### src/rtl/hsi_stream_gen_mc.sv
// Multi-channel HSI test-stream generator: serialises N_CH pattern words per frame onto
// HSCK/HSDATA with a programmable half-period, a fixed idle gap, and run control.
module hsi_stream_gen_mc #(
  parameter int unsigned WORD_W   = 16,
  parameter int unsigned N_CH     = 3,
  parameter int unsigned GAP_BITS = 4
) (
  input  logic                   clock,
  input  logic                   reset_n,
  input  logic                   start,
  input  logic                   stop,
  input  logic                   hold,
  input  logic                   free_run,
  input  logic [15:0]            num_frames,
  input  logic [7:0]             clk_div,
  input  logic                   hsck_pol,
  input  logic [N_CH-1:0]        ch_enable,
  input  logic [N_CH*WORD_W-1:0] pattern,
  output logic                   hsck,
  output logic                   hsdata,
  output logic                   frame_sync,
  output logic                   busy,
  output logic                   done,
  output logic [15:0]            frame_count
);

  localparam int unsigned NBits = N_CH * WORD_W;

  typedef enum logic [2:0] {
    StIdle, StLoad, StShift, StGap, StCheck, StHold, StDone
  } state_e;

  state_e             state_q, state_d;
  logic [15:0]        nf_q, nf_d;
  logic [7:0]         half_q, half_d;
  logic               free_q, free_d;
  logic [N_CH-1:0]    en_q, en_d;
  logic               first_q, first_d;
  logic [NBits-1:0]   sreg_q, sreg_d;
  logic [8:0]         cnt_q, cnt_d;
  logic [8:0]         bit_q, bit_d;
  logic               hsck_int_q, hsck_int_d;
  logic               hsdata_q, hsdata_d;
  logic               sync_q, sync_d;
  logic               busy_q, busy_d;
  logic               done_q, done_d;
  logic [15:0]        fcnt_q, fcnt_d;

  logic [N_CH-1:0]    en_eff;
  logic [NBits-1:0]   frame_vec;
  logic [8:0]         period_last;

  // Last cycle index of one 2H-cycle bit period.
  assign period_last = {half_q, 1'b0} - 9'd1;

  // Frame word with channel 0 at the MSB end; the first LOAD of a run uses the live enables.
  always_comb begin
    frame_vec = '0;
    en_eff    = first_q ? ch_enable : en_q;
    for (int ch = 0; ch < N_CH; ch++) begin
      frame_vec[NBits-1-ch*WORD_W -: WORD_W] =
          en_eff[ch] ? pattern[ch*WORD_W +: WORD_W] : '0;
    end
  end

  // Next-state and next-output logic; outputs are computed one cycle ahead and registered.
  always_comb begin
    state_d    = state_q;
    nf_d       = nf_q;
    half_d     = half_q;
    free_d     = free_q;
    en_d       = en_q;
    first_d    = first_q;
    sreg_d     = sreg_q;
    cnt_d      = cnt_q;
    bit_d      = bit_q;
    hsck_int_d = 1'b0;
    hsdata_d   = 1'b0;
    sync_d     = 1'b0;
    fcnt_d     = fcnt_q;

    case (state_q)
      StIdle: begin
        if (start && !stop) begin
          fcnt_d = '0;
          if (!free_run && (num_frames == 16'd0)) begin
            state_d = StDone;
          end else begin
            state_d = StLoad;
            first_d = 1'b1;
          end
        end
      end

      StLoad: begin
        if (first_q) begin
          nf_d   = num_frames;
          half_d = (clk_div == 8'd0) ? 8'd1 : clk_div;
          free_d = free_run;
          en_d   = ch_enable;
        end
        first_d    = 1'b0;
        // First bit goes straight to the output register; the rest wait in sreg.
        hsdata_d   = frame_vec[NBits-1];
        sreg_d     = frame_vec << 1;
        hsck_int_d = 1'b1;
        sync_d     = 1'b1;
        cnt_d      = '0;
        bit_d      = '0;
        state_d    = StShift;
      end

      StShift: begin
        if (cnt_q == period_last) begin
          cnt_d = '0;
          if (bit_q == 9'(NBits - 1)) begin
            bit_d   = '0;
            state_d = StGap;
          end else begin
            bit_d      = bit_q + 9'd1;
            hsck_int_d = 1'b1;
            hsdata_d   = sreg_q[NBits-1];
            sreg_d     = sreg_q << 1;
          end
        end else begin
          cnt_d      = cnt_q + 9'd1;
          hsck_int_d = ((cnt_q + 9'd1) < {1'b0, half_q});
          hsdata_d   = hsdata_q;
          sync_d     = sync_q;
        end
      end

      StGap: begin
        if (cnt_q == period_last) begin
          cnt_d = '0;
          if (bit_q == 9'(GAP_BITS - 1)) begin
            bit_d   = '0;
            fcnt_d  = fcnt_q + 16'd1;
            state_d = StCheck;
          end else begin
            bit_d = bit_q + 9'd1;
          end
        end else begin
          cnt_d = cnt_q + 9'd1;
        end
      end

      StCheck: begin
        if (hold) begin
          state_d = StHold;
        end else if (stop) begin
          state_d = StDone;
        end else if (!free_q && (fcnt_q == nf_q)) begin
          state_d = StDone;
        end else begin
          state_d = StLoad;
        end
      end

      StHold: begin
        if (!hold) begin
          state_d = StCheck;
        end
      end

      StDone: begin
        if (!start) begin
          state_d = StIdle;
        end
      end

      default: state_d = StIdle;
    endcase

    busy_d = !((state_d == StIdle) || (state_d == StDone));
    done_d = (state_d == StDone);
  end

  // State and output registers; reset lands everything at the idle values immediately.
  always_ff @(posedge clock or negedge reset_n) begin
    if (!reset_n) begin
      state_q    <= StIdle;
      nf_q       <= '0;
      half_q     <= 8'd1;
      free_q     <= 1'b0;
      en_q       <= '0;
      first_q    <= 1'b0;
      sreg_q     <= '0;
      cnt_q      <= '0;
      bit_q      <= '0;
      hsck_int_q <= 1'b0;
      hsdata_q   <= 1'b0;
      sync_q     <= 1'b0;
      busy_q     <= 1'b0;
      done_q     <= 1'b0;
      fcnt_q     <= '0;
    end else begin
      state_q    <= state_d;
      nf_q       <= nf_d;
      half_q     <= half_d;
      free_q     <= free_d;
      en_q       <= en_d;
      first_q    <= first_d;
      sreg_q     <= sreg_d;
      cnt_q      <= cnt_d;
      bit_q      <= bit_d;
      hsck_int_q <= hsck_int_d;
      hsdata_q   <= hsdata_d;
      sync_q     <= sync_d;
      busy_q     <= busy_d;
      done_q     <= done_d;
      fcnt_q     <= fcnt_d;
    end
  end

  assign hsck        = hsck_int_q ^ hsck_pol;
  assign hsdata      = hsdata_q;
  assign frame_sync  = sync_q;
  assign busy        = busy_q;
  assign done        = done_q;
  assign frame_count = fcnt_q;

endmodule

### config.mk
export PLATFORM = sky130hd
export DESIGN_NAME = hsi_stream_gen_mc
export DESIGN_NICKNAME = d
export VERILOG_FILES = /design/src/rtl/hsi_stream_gen_mc.sv
export SDC_FILE = /design/constraint.sdc
export NUM_CORES = 1
export LEC_CHECK = 0
export ABC_AREA = 1
export BUFFER_PORTS_ARGS = -buffer_cell sky130_fd_sc_hd__clkbuf_2
export CAP_MARGIN = 20
export CELL_PAD_IN_SITES_DETAIL_PLACEMENT = 0
export CELL_PAD_IN_SITES_GLOBAL_PLACEMENT = 2
export CORE_UTILIZATION = 36
export CTS_CLUSTER_DIAMETER = 150
export DETAILED_ROUTE_END_ITERATION = 8
export MAX_ROUTING_LAYER = met4
export PLACE_DENSITY_LB_ADDON = 0.08
export SLEW_MARGIN = 15
export SYNTH_ARGS = -nofsm -noshare
export SYNTH_HDL_FRONTEND = slang
export SYNTH_SLANG_ARGS = --single-unit
### constraint.sdc
create_clock -name clock -period 3.4 [get_ports clock]
set_clock_uncertainty 0.1 [all_clocks]
set_input_delay 0.85 -clock clock [delete_from_list [all_inputs] [get_ports clock]]
set_output_delay 0.85 -clock clock [all_outputs]
set_load 0.02 [all_outputs]
# After elaboration in Yosys (flattened, before gate mapping)

Cells that the tools add are included.

Memory bits (writable): 0
Bits in latches: 0
Logic and storage cells: 103
Memories kept: 0
Flip-flop bits (word level): 119
Bits in read-only memories: 0

Bitwise gates (word level): 1
Mux-type cells: 42
Add/subtract/negate cells: 4
Magnitude comparators: 1
Shift-type cells: 0
Divide/modulo/power cells: 0
Multiply operators: 0
Reductions and logical operators: 23
Equality and inequality tests: 17

Operators with widths:

| cell                                                                  | number |
|---|---|
| 16-bit 2-to-1 mux                                                     | 6 |
| 48-bit 2-to-1 mux                                                     | 2 |
| 48-bit case mux with 2 select lines                                   | 1 |
| 9-bit 2-to-1 mux                                                      | 5 |
| 3-bit 2-to-1 mux                                                      | 12 |
| 16-bit case mux with 2 select lines                                   | 1 |
| 9-bit case mux with 3 select lines                                    | 1 |
| 3-bit case mux with 7 select lines                                    | 1 |
| 9-bit by 1-bit adder with 9-bit output, second input constant         | 2 |
| 9-bit case mux with 2 select lines                                    | 1 |
| 16-bit by 1-bit adder with 16-bit output, second input constant       | 1 |
| 16-bit equality test                                                  | 1 |
| 16-bit logical NOT                                                    | 1 |
| 3-bit equality test, second input constant                            | 4 |
| 2-bit != test, second input constant                                  | 6 |
| 9-bit by 2-bit equality test with 1-bit output, second input constant | 1 |
| 9-bit by 6-bit equality test with 1-bit output, second input constant | 1 |
| 9-bit equality test                                                   | 1 |
| 9-bit by 8-bit < comparator with 1-bit output                         | 1 |
| 3-bit AND reduction                                                   | 3 |
| 9-bit by 1-bit subtractor with 9-bit output, second input constant    | 1 |
| 8-bit logical NOT                                                     | 1 |
| 8-bit 2-to-1 mux                                                      | 1 |
| 1-bit case mux with 2 select lines                                    | 4 |
| 13 further kinds                                                      | 29 |

# Longest topological paths before layout

Depth after elaboration: 9
Depth in mapped cells: 15

# Least setup slack after synthesis

No wires, ideal clock.

Path kind: reg2reg
Start: register half_q[0]
End: register sreg_q[18]
Library setup time: 0.125 ns
Slack: 1.112 ns
Cell stages (with the launch flop): 15
Arrival time: 2.062 ns
Path through: dfstp_2 inv_2 ha_1 nand2_1 nand3_1 nor2_1 nand3_1 nor2_2 nand2_4 nand2_4 nand3b_4 buf_6 buf_2 nand2_1 o31ai_2

Word-level cells in the longest chain between the ends: 4

RTL lines:

| what                                        | RTL line | source |
|---|---|---|
| start: declaration                          | 35       | `logic [7:0] half_q, half_d;` |
| start signal: assignment                    | 200      | `half_q <= half_d;` |
| 9-bit by 1-bit subtractor with 9-bit output | 54       | `assign period_last = {half_q, 1'b0} - 9'd1;` |
| 9-bit equality test                         | 114      | `if (cnt_q == period_last) begin` |
| 2-bit != test (no source line)              | -        |  |
| 3-bit AND reduction (no source line)        | -        |  |
| end signal: assignment                      | 204      | `sreg_q <= sreg_d;` |
| end: declaration                            | 39       | `logic [NBits-1:0] sreg_q, sreg_d;` |

Every way passes these cells.
A chain may end at the register's enable or synchronous reset.

# Worst setup path after layout

Ends and elaborated chain as after synthesis.

==> impl_metrics.tcl <==
set metrics [dict create \
    post_cts_buffers 0 \
    antenna_found_initial 0 \
    grt_pass1_vias 5555 \
    dp_hpwl_um 12400 \
    vias 5889 \
    crit_path_top_delay_cell "buf_4" \
    regArea_um2 2950 \
    clkTransAtPathRegs_ns 0.06 \
    setup_violations 0 \
    crit_type "flop to flop" \
    worst-slew-pin-transition_ns 0.957 \
    critPathMostFrequentCell "nand2_1" \
    drive_above_1_share_pct 19.5 \
    seq_area_frac_synth_pct 44.4 \
    clkSinkCount 118 \
    cp_data_arrival_time_ns 3.12 \
    postCtsResizedCells 0 \
    coreArea_um2 18000 \
    reg2reg_from "half_q[0]" \
    regToRegSetupSlack_ns 0.50 \
    avgSynthCellArea_um2 7.95 \
    worstPathRequired_ns 3.62 \
    crit_path_end_kind "flop" \
    powerDensity_nw_per_um2 746 \
    insertedDiodeCount 0 \
    synth_most_common_cell "nand2_1" \
    async_flop_share_pct 100 \
    yosysTopAreaCell "dfrtp_1" \
    finalNonFillerCells 1176 \
    routed_wl_um 17300 \
    grt_max_degree 95 \
    relSlewSlack_pct 36.2 \
    io_pins 103 \
    cts_tree "yes" \
    port_buffers 102 \
    maxCapViolations 0 \
    dieWidth_um 138 \
    gp_congestion 0.829 \
    numCtsBuffers 17 \
    yosysTopAreaCellShare_pct 44.0 \
    dp.cells 1144 \
    synth_common_cells "190 x nand2_1, 117 x dfrtp_1, 96 x inv_1" \
    drc 0 \
    hold_path.class "input port to async pin" \
    start_kind "flop" \
    hold_violations 0 \
    area_delta_synth_final_pct 20.3 \
    ys_warn_count 0 \
    reg2reg_depth 12 \
    synth_fp_nets 929 \
    syn_area_um2 6650 \
    power_leakage_uw 0.00398 \
    crit_path_cell_trace "inv_2 -> ha_1 -> nand2_1 -> nand2_1 -> a21oi_1 -> nor2_2 -> nand2_4 -> nand2_4 -> nand3b_4 -> buf_4 -> nand2_1 -> o31ai_2" \
    drt_pass1_iterations 5 \
    r2r_end "sreg_q[18]" \
    drt_iter0_markers 391 \
    synth.distinct_cells 42 \
    ir_worst_vdd_mv 0.364 \
    max_stage_delay_ns 0.75 \
    die_h_um 138 \
    max_freq_mhz 345 \
    htree_levels 4 \
    rsz0062_at_grt "no" \
    grt_util_all_layers_pct 19.9 \
    cts_root_buf "clkbuf_16" \
    insertion_delay_ns 0.43 \
    synthCells 836 \
    fin_setup_tns_ns 0 \
    cts_hold_buf 0 \
    cts_buffer_depth 2 \
    avgRoutedWirePerCell_um 14.7 \
    overflow 0 \
    post-route-period-util_pct 85.3 \
    finalMaxSlewViolations 0 \
    dieArea_um2 19000 \
    synth_enable_flop_cells 0 \
    nFillCells 1835 \
    antenna_left 0 \
    start_util_pct 36.9 \
    synth_ff_type "dfrtp_1" \
    multi_input_area_um2 3160 \
    yosys_register_bits 118 \
    finalCriticalPeriod_ns 2.90 \
    nets 1027 \
    ys_top_cells_by_area "dfrtp_1 44%, nand2_1 11%, inv_1 5.4%, nor2_1 4.6%, a21oi_1 3.8%" \
    core.rowCount 49 \
    status "complete, no violations" \
    grt_pass1_wl_um 28200 \
    routed_via_density 5.01 \
    critPathMaxFanout 94 \
]
[registers in the layout, indices dropped and copies added (netlist names)]
| register | cells |
|---|---|
| hsdata | 1 |
| cnt_q | 9 |
| busy | 1 |
| nf_q | 16 |
| done | 1 |
| en_q | 3 |
| hsck_int_q | 1 |
| sreg_q | 47 |
| state_q | 3 |
| bit_q | 9 |
| frame_sync | 1 |
| first_q | 1 |
| free_q | 1 |
| half_q | 8 |
| frame_count | 16 |
[per-stage QoR]
| stage | utilization (%) | area, um2 | setup WS (ns) | total power [uW] | hold slack [ns] |
|---|---|---|---|---|---|
| 3_3_place_gp | 40.9 | 7370 | 0.582 | 4000 | 0.365 |
| 6_report | 44.4 | 8000 | 0.500 | 5970 | 0.375 |
| 4_1_cts | 44.4 | 8000 | 0.464 | 6030 | 0.385 |
| 3_5_place_dp | 40.9 | 7370 | 0.490 | 4060 | 0.370 |
| 2_1_floorplan | - | 6650 | 1.11 | 3530 | 0.352 |
| 5_1_grt | 44.4 | 8000 | 0.171 | 6430 | 0.408 |
[per-layer routing]
layer	GRT usage, %	vias to the layer above	share of wire [%]
li1	-	2974	-
met1	26.4	2795	48
met2	30.8	107	47
met3	3.55	13	3.4
met4	6.52	0	1.1
met5	-	-	0
[cell families (layout without fill, tap and decap cells)]
logic type	Yosys count	after routing	synth area share [%]
AND/OR/NAND/NOR	363	363	23.7
AO/OA/AOI/OAI	182	182	17.7
buffers and inverters	133	244	8.11
flip-flops	118	118	44.4
XOR/XNOR	26	26	3.42
adder cells (fa/ha/maj)	11	11	2.07
multiplexers	3	3	0.489
[worst max-delay path, delay by kind of cell (launching register included)]
family	cells	cell delay, ns
AOI/OAI and AO/OA	2	0.27
buffers and inverters	2	0.83
adders and majority gates	1	0.24
DFF	1	0.58
and+or+nand+nor	7	0.76
[power breakdown]
group | total, uW | internal [uW] | switching (uW)
combinational | 1690 | 717 | 973
sequential | 2330 | 1920 | 408
clock | 1950 | 1230 | 722
total | 5970 | 3870 | 2100
[layout by cell type (no fill, tap or decap), types with 3 or more instances in the layout]
cell type,netlist,final
a21oi_1,50,50
a22o_1,15,15
buf_4,1,9
bufinv_16,0,4
clkbuf_16,0,17
clkbuf_2,1,101
clkinv_4,0,3
clkinvlp_4,0,4
dfrtp_1,117,117
ha_1,11,11
inv_1,96,96
inv_2,5,5
nand2_1,190,190
nand2_4,4,4
nand3_1,35,35
nand4_1,11,11
nor2_1,81,80
nor2_2,5,6
nor3_1,17,17
nor3b_1,4,4
nor4_1,7,7
o21a_1,3,3
o21ai_0,47,47
o21ai_1,17,17
o22ai_1,6,6
o31ai_1,22,22
o31ai_2,17,17
xnor2_1,4,4
xor2_1,22,22
[final cells by class]
type                    instances  share of cell area [%]
clock buffers                  17                    5.32
clock inverters                15                    2.55
inverters                     101                    4.74
multi-input cells             585                    39.5
flip-flops and latches        118                    36.9
well taps                     229                    3.58
repair buffers                111                    7.41
[worst max-delay path by stage]
stage                     startpoint          to  cells past startpoint
after floorplan            half_q[0]  sreg_q[18]                     14
after global placement     half_q[0]  sreg_q[42]                     12
after detailed placement   half_q[0]  sreg_q[41]                     14
after CTS                  half_q[0]  sreg_q[18]                     14
after global routing       half_q[0]  sreg_q[18]                     14
final                      half_q[0]  sreg_q[18]                     12
No activity file was read; power rests on OpenSTA's default activity.
